==> config.mk <==
export PLATFORM = sky130hd
export DESIGN_NAME = unary_stream_decoder
export DESIGN_NICKNAME = d
export VERILOG_FILES = /design/src/rtl/unary_stream_decoder_pkg.sv /design/src/rtl/unary_lane_counter.sv /design/src/rtl/unary_stream_decoder.sv
export SDC_FILE = /design/constraint.sdc
export NUM_CORES = 1
export LEC_CHECK = 0
export CORE_ASPECT_RATIO = 0.8
export CORE_UTILIZATION = 30
export CTS_CLUSTER_SIZE = 14
export DETAILED_ROUTE_END_ITERATION = 8
export GPL_TIMING_DRIVEN = 0
export PLACE_DENSITY = 0.46
export SLEW_MARGIN = 30
export SYNTH_ARGS = -nofsm -noshare
export SYNTH_HDL_FRONTEND = slang
export SYNTH_HIERARCHICAL = 1
export SYNTH_SLANG_ARGS = --single-unit
export TNS_END_PERCENT = 5
==> constraint.sdc <==
create_clock -name clk -period 7.3 [get_ports clk]
set_clock_uncertainty 0.15 [all_clocks]
set_input_delay 1.46 -clock clk [delete_from_list [all_inputs] [get_ports clk]]
set_output_delay 1.46 -clock clk [all_outputs]
set_load 0.05 [all_outputs]
==> src/rtl/unary_stream_decoder_pkg.sv <==
// Shared types for the unary stream decoder: FSM states, frame length helper
// and the per-lane result record held in the output buffer.
package unary_pkg;

  localparam int DATA_W = 4;

  typedef enum logic {
    IDLE,
    COLLECT
  } state_t;

  function automatic int frame_len(input int size);
    return (1 << size) + 2;
  endfunction

  typedef struct packed {
    logic [DATA_W-1:0] data;
    logic              sat;
    logic              terr;
  } lane_result_t;

endpackage

==> src/rtl/unary_lane_counter.sv <==
// One lane of the decoder: counts ones over a frame, tracks thermometer order
// and converts the count (including the current cycle's bit) to signed binary.
module unary_lane_counter #(
  parameter int BIT_WIDTH = 4,
  parameter int SIZE      = BIT_WIDTH - 1,
  parameter int FRAME_LEN = (1 << SIZE) + 2
) (
  input  logic                 clk,
  input  logic                 reset_n,
  input  logic                 clear,
  input  logic                 sample_en,
  input  logic                 unary_bit,
  input  logic                 sign,
  output logic [BIT_WIDTH-1:0] value,
  output logic                 sat,
  output logic                 terr
);

  localparam int CW = $clog2(FRAME_LEN + 1);
  localparam logic [CW-1:0] CNT_MAX = '1;
  localparam logic [31:0] MAX_POS = 32'((1 << SIZE) - 1);
  localparam logic [31:0] MAX_NEG = 32'(1 << SIZE);

  logic [CW-1:0] cnt_q, cnt_next;
  logic          zero_q, zero_next;
  logic          terr_q, terr_next;
  logic          sign_q, sign_next;
  logic [31:0]   cnt_wide;
  logic [31:0]   mag;

  // Cycle 0 of a frame restarts the lane and still counts its own sample.
  always_comb begin
    cnt_next  = cnt_q;
    zero_next = zero_q;
    terr_next = terr_q;
    sign_next = sign_q;
    if (clear) begin
      cnt_next  = {{(CW-1){1'b0}}, unary_bit};
      zero_next = !unary_bit;
      terr_next = 1'b0;
      sign_next = sign;
    end else if (sample_en) begin
      if (unary_bit && cnt_q != CNT_MAX) cnt_next = cnt_q + CW'(1);
      if (unary_bit && zero_q) terr_next = 1'b1;
      if (!unary_bit) zero_next = 1'b1;
    end
  end

  always_ff @(posedge clk or negedge reset_n) begin
    if (!reset_n) begin
      cnt_q  <= '0;
      zero_q <= 1'b0;
      terr_q <= 1'b0;
      sign_q <= 1'b0;
    end else begin
      cnt_q  <= cnt_next;
      zero_q <= zero_next;
      terr_q <= terr_next;
      sign_q <= sign_next;
    end
  end

  assign cnt_wide = 32'(cnt_next);
  assign terr     = terr_next;

  // Negative values reach one step further than positive ones.
  always_comb begin
    value = '0;
    sat   = 1'b0;
    mag   = cnt_wide;
    if (sign_next) begin
      if (cnt_wide > MAX_NEG) begin
        mag = MAX_NEG;
        sat = 1'b1;
      end
      value = BIT_WIDTH'(32'd0 - mag);
    end else begin
      if (cnt_wide > MAX_POS) begin
        mag = MAX_POS;
        sat = 1'b1;
      end
      value = BIT_WIDTH'(mag);
    end
  end

endmodule

==> src/rtl/unary_stream_decoder.sv <==
// Frame sequencing, per-lane counters and a two-entry result buffer with a
// valid/ready handshake for reading unary streams back into binary.
module unary_stream_decoder
  import unary_pkg::*;
#(
  parameter int LANES     = 4,
  parameter int BIT_WIDTH = DATA_W,
  parameter int SIZE      = BIT_WIDTH - 1,
  parameter int FRAME_LEN = frame_len(SIZE)
) (
  input  logic                       clk,
  input  logic                       reset_n,
  input  logic                       frame_start,
  input  logic [LANES-1:0]           unary_in,
  input  logic [LANES-1:0]           sign_in,
  input  logic                       out_ready,
  output logic                       out_valid,
  output logic [LANES*BIT_WIDTH-1:0] out_data,
  output logic [LANES-1:0]           out_sat,
  output logic [LANES-1:0]           out_terr,
  output logic                       frame_err,
  output logic                       overrun
);

  localparam int PW = $clog2(FRAME_LEN);

  state_t        state, state_next;
  logic [PW-1:0] phase, phase_next;
  logic          clear, sample_en, commit, abort, pop;

  lane_result_t  lane_res [LANES];
  lane_result_t  head [LANES];
  lane_result_t  skid [LANES];
  logic          head_valid, skid_valid;

  // The frame_start cycle itself is phase 0, so the register holds phase 1.. onward.
  always_comb begin
    state_next = state;
    phase_next = phase;
    clear      = 1'b0;
    sample_en  = 1'b0;
    commit     = 1'b0;
    abort      = 1'b0;
    case (state)
      IDLE: begin
        if (frame_start) begin
          clear      = 1'b1;
          state_next = COLLECT;
          phase_next = PW'(1);
        end
      end
      COLLECT: begin
        if (frame_start) begin
          abort      = 1'b1;
          clear      = 1'b1;
          phase_next = PW'(1);
        end else begin
          sample_en = 1'b1;
          if (phase == PW'(FRAME_LEN - 1)) begin
            commit     = 1'b1;
            state_next = IDLE;
            phase_next = '0;
          end else begin
            phase_next = phase + PW'(1);
          end
        end
      end
      default: state_next = IDLE;
    endcase
  end

  always_ff @(posedge clk or negedge reset_n) begin
    if (!reset_n) begin
      state <= IDLE;
      phase <= '0;
    end else begin
      state <= state_next;
      phase <= phase_next;
    end
  end

  for (genvar i = 0; i < LANES; i++) begin : g_lane
    logic [BIT_WIDTH-1:0] lane_value;
    logic                 lane_sat;
    logic                 lane_terr;

    unary_lane_counter #(
      .BIT_WIDTH (BIT_WIDTH),
      .SIZE      (SIZE),
      .FRAME_LEN (FRAME_LEN)
    ) u_counter (
      .clk       (clk),
      .reset_n   (reset_n),
      .clear     (clear),
      .sample_en (sample_en),
      .unary_bit (unary_in[i]),
      .sign      (sign_in[i]),
      .value     (lane_value),
      .sat       (lane_sat),
      .terr      (lane_terr)
    );

    assign lane_res[i] = '{data: lane_value, sat: lane_sat, terr: lane_terr};
  end

  assign pop = head_valid && out_ready;

  // Skid always holds the younger result, so a simultaneous pop shifts it forward.
  always_ff @(posedge clk or negedge reset_n) begin
    if (!reset_n) begin
      head_valid <= 1'b0;
      skid_valid <= 1'b0;
      frame_err  <= 1'b0;
      overrun    <= 1'b0;
      for (int i = 0; i < LANES; i++) begin
        head[i] <= '0;
        skid[i] <= '0;
      end
    end else begin
      frame_err <= abort;
      overrun   <= 1'b0;
      if (commit) begin
        if (!head_valid) begin
          head       <= lane_res;
          head_valid <= 1'b1;
        end else if (pop) begin
          if (skid_valid) begin
            head <= skid;
            skid <= lane_res;
          end else begin
            head <= lane_res;
          end
        end else if (!skid_valid) begin
          skid       <= lane_res;
          skid_valid <= 1'b1;
        end else begin
          overrun <= 1'b1;
        end
      end else if (pop) begin
        if (skid_valid) begin
          head       <= skid;
          skid_valid <= 1'b0;
        end else begin
          head_valid <= 1'b0;
        end
      end
    end
  end

  assign out_valid = head_valid;

  always_comb begin
    out_data = '0;
    out_sat  = '0;
    out_terr = '0;
    for (int i = 0; i < LANES; i++) begin
      out_data[i*BIT_WIDTH +: BIT_WIDTH] = head[i].data;
      out_sat[i]                         = head[i].sat;
      out_terr[i]                        = head[i].terr;
    end
  end

endmodule

# --- After elaboration in Yosys (flattened, before gate mapping) ---
# Cells that the tools add are included.
word_totals:
  register_bits: 85
  wordCells: 204
  out_inout_bits: 27
classes:
  n_addsub: 9
  order_cmp: 8
  n_eq_ne: 15
  reduce_logical: 24
  n_bitwise: 1
  n_mux: 101
ops:
  columns: ["cell", "n"]
  rows:
  - ["24-bit two-way mux", 8]
  - ["4-bit two-way mux", 31]
  - ["1-bit two-way mux", 60]
  - ["4-bit by 1-bit adder with 4-bit output (second input constant)", 5]
  - ["4-bit by 3-bit greater-than comparator with 1-bit output (second input constant)", 4]
  - ["4-bit greater-than comparator (second input constant)", 4]
  - ["4-bit != test (second input constant)", 4]
  - ["1-bit by 4-bit subtractor with 4-bit output (first input constant)", 4]
  - ["2-bit by 1-bit != test with 1-bit output (second input constant)", 6]
  - ["2-bit AND reduction", 5]
  - ["1-bit logical AND", 9]
  - ["3-bit AND reduction", 3]
  - ["2-bit != test (second input constant)", 4]
  - ["4-bit one-hot mux with 2 select lines", 1]
  - ["2-bit nonzero test", 3]
  - ["4-bit == test (second input constant)", 1]
  - ["1-bit logical NOT", 4]
  - ["1-bit one-hot mux with 2 select lines", 1]
  - ["1-bit inverter", 1]

# --- Depth between registers and ports, before layout ---
logic_depth:
  ltp_word: 14
  depth_mapped: 12
  ltp_nobuf: 12

# --- Modules after synthesis ---
# The synthesis kept the hierarchy.
modules_own_cells:
  columns: ["mod", "area_each_um2", "seq_area_each_um2", "instances", "cells_each"]
  rows:
  - ["unary_stream_decoder", 2656.3, 1426.4, 1, 176]
  - ["unary_lane_counter", 535.5, 175.2, 4, 58]

# --- Worst setup path after synthesis ---
# OpenSTA, ideal clock, no wires.
synth_timing:
  kind: "input to register"
  start: "in frame_start"
  end: "reg head, in the netlist out_data[10]"
  setup_time_ns: 0.125
  path_slack_ns: 3.408
  n_path_buf: 0
  required_time_ns: 7.025
  arrival_time_ns: 3.617
  path_stages: 10
  cell_sequence: "and2b_4 -> nand2_1 -> or3_1 -> a31oi_2 -> nand2_1 -> ha_1 -> a2111o_1 -> o311a_1 -> mux2_4 -> mux2_2"
synth_via:
  elab_chain_len: 13
  elab_cells_between_ends: 22
  classes_between: "add/sub: 1; order compare: 2; mux: 16; reduce/logical: 3"
synth_lines:
  columns: ["element", "line", "source"]
  rows:
  - ["start, declared", "unary_stream_decoder.sv:13", "input logic frame_start,"]
  - ["1-bit two-way mux", "unary_stream_decoder.sv:53", "if (frame_start) begin"]
  - ["1-bit two-way mux", "unary_stream_decoder.sv:44", "case (state)"]
  - ["4-bit two-way mux", "unary_lane_counter.sv:42", "end else if (sample_en) begin"]
  - ["4-bit two-way mux (*)", "unary_lane_counter.sv:37", "if (clear) begin"]
  - ["net g_lane[2].u_counter.cnt_next[0]", "unary_lane_counter.sv:24", "logic [CW-1:0] cnt_q, cnt_next;"]
  - ["4-bit greater-than comparator", "unary_lane_counter.sv:72", "if (cnt_wide > MAX_NEG) begin"]
  - ["4-bit two-way mux", "unary_lane_counter.sv:72", null]
  - ["4-bit two-way mux", "unary_lane_counter.sv:71", "if (sign_next) begin"]
  - ["1-bit by 4-bit subtractor with 4-bit output", "unary_lane_counter.sv:76", "value = BIT_WIDTH'(32'd0 - mag);"]
  - ["4-bit two-way mux (*)", "unary_lane_counter.sv:71", null]
  - ["net g_lane[2].lane_value[2]", "unary_stream_decoder.sv:83", "logic [BIT_WIDTH-1:0] lane_value;"]
  - ["24-bit two-way mux", "unary_stream_decoder.sv:127", "if (skid_valid) begin"]
  - ["24-bit two-way mux", "unary_stream_decoder.sv:126", "end else if (pop) begin"]
  - ["24-bit two-way mux (*)", "unary_stream_decoder.sv:123", "if (!head_valid) begin"]
  - ["24-bit two-way mux (*)", "unary_stream_decoder.sv:122", "if (commit) begin"]
  - ["end signal, assigned", "unary_stream_decoder.sv:124", "head <= lane_res;"]
  - ["end signal, assigned", "unary_stream_decoder.sv:128", "head <= skid;"]
  - ["end signal, assigned", "unary_stream_decoder.sv:131", "head <= lane_res;"]
  - ["end, declared", "unary_stream_decoder.sv:32", "lane_result_t head [LANES];"]
# Mark *: on every way through the listed nets, which the timed path passes. The rest lies on a longest branch. The select of a mux whose other input is x is not followed.
# A chain may end at the register's enable or synchronous reset.

# --- Worst setup path in the final report ---
layout_timing:
  start: "in frame_start"
  end: "reg head, in the netlist out_data[2]"
layout_via:
  elab_chain_len: 13
  elab_cells_between_ends: 22
  classes_between: "add/sub: 1; order compare: 2; mux: 16; reduce/logical: 3"
layout_lines:
  columns: ["element", "line", "source"]
  rows:
  - ["1-bit two-way mux (*)", "unary_stream_decoder.sv:53", null]
  - ["1-bit two-way mux (*)", "unary_stream_decoder.sv:44", null]
  - ["net sample_en", "unary_stream_decoder.sv:29", "logic clear, sample_en, commit, abort, pop;"]
  - ["4-bit two-way mux (*)", "unary_lane_counter.sv:42", null]
  - ["4-bit two-way mux (*)", "unary_lane_counter.sv:37", null]
  - ["net g_lane[0].u_counter.cnt_next[0]", "unary_lane_counter.sv:24", null]
  - ["4-bit greater-than comparator", "unary_lane_counter.sv:72", null]
  - ["4-bit two-way mux", "unary_lane_counter.sv:72", null]
  - ["4-bit two-way mux", "unary_lane_counter.sv:71", null]
  - ["1-bit by 4-bit subtractor with 4-bit output", "unary_lane_counter.sv:76", null]
  - ["4-bit two-way mux (*)", "unary_lane_counter.sv:71", null]
  - ["net g_lane[0].lane_value[2]", "unary_stream_decoder.sv:83", null]
  - ["24-bit two-way mux", "unary_stream_decoder.sv:127", null]
  - ["24-bit two-way mux", "unary_stream_decoder.sv:126", null]
  - ["24-bit two-way mux (*)", "unary_stream_decoder.sv:123", null]
  - ["24-bit two-way mux (*)", "unary_stream_decoder.sv:122", null]
# Marked as above.

==> impl_metrics.yaml <==
grt:
  antenna_found_initial: 0
  grt_pass1_vias: 3209
  grt_pass1_wl_um: 17100
  grt_start_max_net_pins: 47
  overflow: 0
  track_usage: 0.137
timing:
  worstMarginPinSlew_ns: 0.639
  fin_ws_ns: 2.48
  tns_ns: 0
  fin_crit_sh: 0.661
  finalMaxSlewViolations: 0
  holdWs_ns: 0.341
  final.min_clock_period_ns: 4.82
  max_slew_margin: 0.572
  hold_violations: 0
  rsz0062_at_grt: "false"
  clock.fmax_ghz: 0.207
  setup_violations: 0
setup_path:
  endpoint_kind: "register"
  worst-path-max-fanout: 22
  path_class: "in -> reg"
  reg2regPathDepth: 10
  cp_data_arrival_time_ns: 4.90
  startpoint_type: "primary input"
  cp.required_ns: 7.38
yosys:
  synth_top_area_frac: 0.443
  synthArstFlopShare: 1.00
  synth_seq_cells: 85
  avgSynthCellArea_um2: 11.8
  synthTopCellsByArea: "dfrtp_1, mux2_2, mux2_4"
  syn_inst: 408
  post-synth-top-area-cell: "dfrtp_1"
  yosys_warnings: 6
  yosysSeqAreaShare: 0.443
  synth_area_mm2: 0.00480
  ys.flop_type: "dfrtp_1"
  yosysUniqueCellTypes: 43
  synth-edff-count: 0
  syn_nets: 431
clock_network:
  holdBufCountCts: 0
  h-tree-depth: 3
  cts_buffers: 9
  clk_pin_slew_worst_paths_ns: 0.06
  cts.sinks: 85
  postCtsSetupRepairBufs: 0
  cts_resized: 0
  clock-root-buffer: "clkbuf_16"
  cts_buffer_depth: 2
  clk-insertion-delay-late_ns: 0.34
  cts_tree: "yes"
flow_run:
  cap_violations: 0
routing:
  finalWirelength_um: 10200
  dr.pass1.iters: 4
  viasPerCell: 4.84
  post_drt_wl_per_cell_um: 15.2
  via_count: 3253
  route.detailed.drc: 0
  detail_route.iter0.violations: 214
  ant_nets: 0
floorplan:
  io_pins: 39
  start_util: 0.313
  die-area_mm2: 0.0165
  std_cell_rows: 40
  design.core.area_mm2: 0.0153
  die_h_um: 115
  die_width_um: 143
power:
  power.share.combinational: 0.114
  p_total_w: 0.00108
  p_sw_w: 0.000262
  switching_share: 0.243
  vdd_ir_drop_max_mv: 0.105
  clockPowerShare: 0.427
  p_seq_frac: 0.459
  powerDensity_mw_per_mm2: 187
  p_int_w: 0.000817
  leakage_nw: 2.70
finish:
  antennaDiodeCount: 0
  layout_commonest_cell: "dfrtp_1"
  layout_common_cells: "dfrtp_1, mux2_2, clkdlybuf4s50_1"
  area_growth_pct: 20.1
  drive_gt1_frac: 0.292
  postLayoutCellArea_mm2: 0.00576
  nets: 481
placement:
  hpwl_um: 7220
  place_area_mm2: 0.00547
  io_buffers: 38
  globalplace.congestion: 0.786
  place_ws_ns: 2.10
hold_path:
  min_path_type: "reg -> reg"
  hold_depth: 1
outcome:
  status: "complete, no violations"
## metal layers
layer,wire length (um),vias to the layer above,global-route usage
met5,0,-,0
met4,114,0,0.0383
met3,391,10,0.0371
met2,4140,45,0.197
met1,5540,1612,0.199
li1,-,1586,-
## synth_stat cells (all sizes together), types with 5 or more instances
cell type / instances
dfrtp: 85
mux2: 76
inv: 28
nand2: 25
nor2: 22
a21oi: 19
o21ai: 18
nand3: 14
a31oi: 12
and3: 12
ha: 11
buf: 10
a21o: 8
and2: 7
xnor2: 5
## logic make-up after synthesis
group,Yosys count,synth area share
buffers and inverters,42,0.0485
adders and majority gates,11,0.0287
xor gates and xnor gates,5,0.00913
and+or+nand+nor,100,0.118
muxes,80,0.205
AOI/OAI and AO/OA,85,0.147
DFF,85,0.443
## final timing paths
path,from,end,slack (ns)
worst max-delay path,frame_start,out_data[2]$_DFFE_PN0P_,2.48
worst max register to register,state$_DFF_PN0_,out_data[2]$_DFFE_PN0P_,4.12
max in group asynchronous,reset_n,out_sat[1]$_DFFE_PN0P_,5.55
worst min-delay path,skid[1]$_DFFE_PN0P_,skid[1]$_DFFE_PN0P_,0.34
worst min register to register,skid[1]$_DFFE_PN0P_,skid[1]$_DFFE_PN0P_,0.34
min in group asynchronous,reset_n,g_lane[2].u_counter/cnt_q[0]$_DFF_PN0_,0.88
## final cells by class
type | instances | area [um2]
tap | 210 | 263
clock inverter | 1 | 30.0
clock buffer | 14 | 264
sequential | 85 | 2130
fill | 1545 | 9550
buffer | 10 | 113
inverter | 32 | 120
multi-input combinational | 281 | 2440
timing repair buffer | 39 | 409
## stage by stage
step                      std cells   util
after global routing            672  0.376
after global placement          656  0.355
after floorplan                 408      -
after detailed placement        657  0.357
after CTS                       672  0.376
final                           672  0.376
## power groups by stage
stage	sequential, W	combinational (W)	clock, W
after global routing	0.000497	0.000140	0.000495
after floorplan	0.000502	0.0000815	0
after CTS	0.000495	0.000124	0.000479
after detailed placement	0.000504	0.000124	0
after global placement	0.000504	0.000120	0
final	0.000495	0.000123	0.000460
## registers in the layout, indices dropped and copies added, names as in the netlist
name / cells
g_lane.u_counter/zero_q: 4
skid: 24
g_lane.u_counter/cnt_q: 16
g_lane.u_counter/sign_q: 4
out_terr: 4
frame_err: 1
out_sat: 4
out_valid: 1
state: 1
overrun: 1
g_lane.u_counter/terr_q: 4
phase: 4
skid_valid: 1
out_data: 16
## worst max-delay path: stages
cell and delay [ns]:
clkdlybuf4s50_1 0.74, and2b_4 0.64, nand2_1 0.16, or3_1 0.37, a31oi_2 0.26, nand2_1 0.09, ha_1 0.21, a2111o_1 0.29
o311a_1 0.14, mux2_4 0.27, mux2_2 0.25
Note: power is estimated with default switching activity, not from simulation.
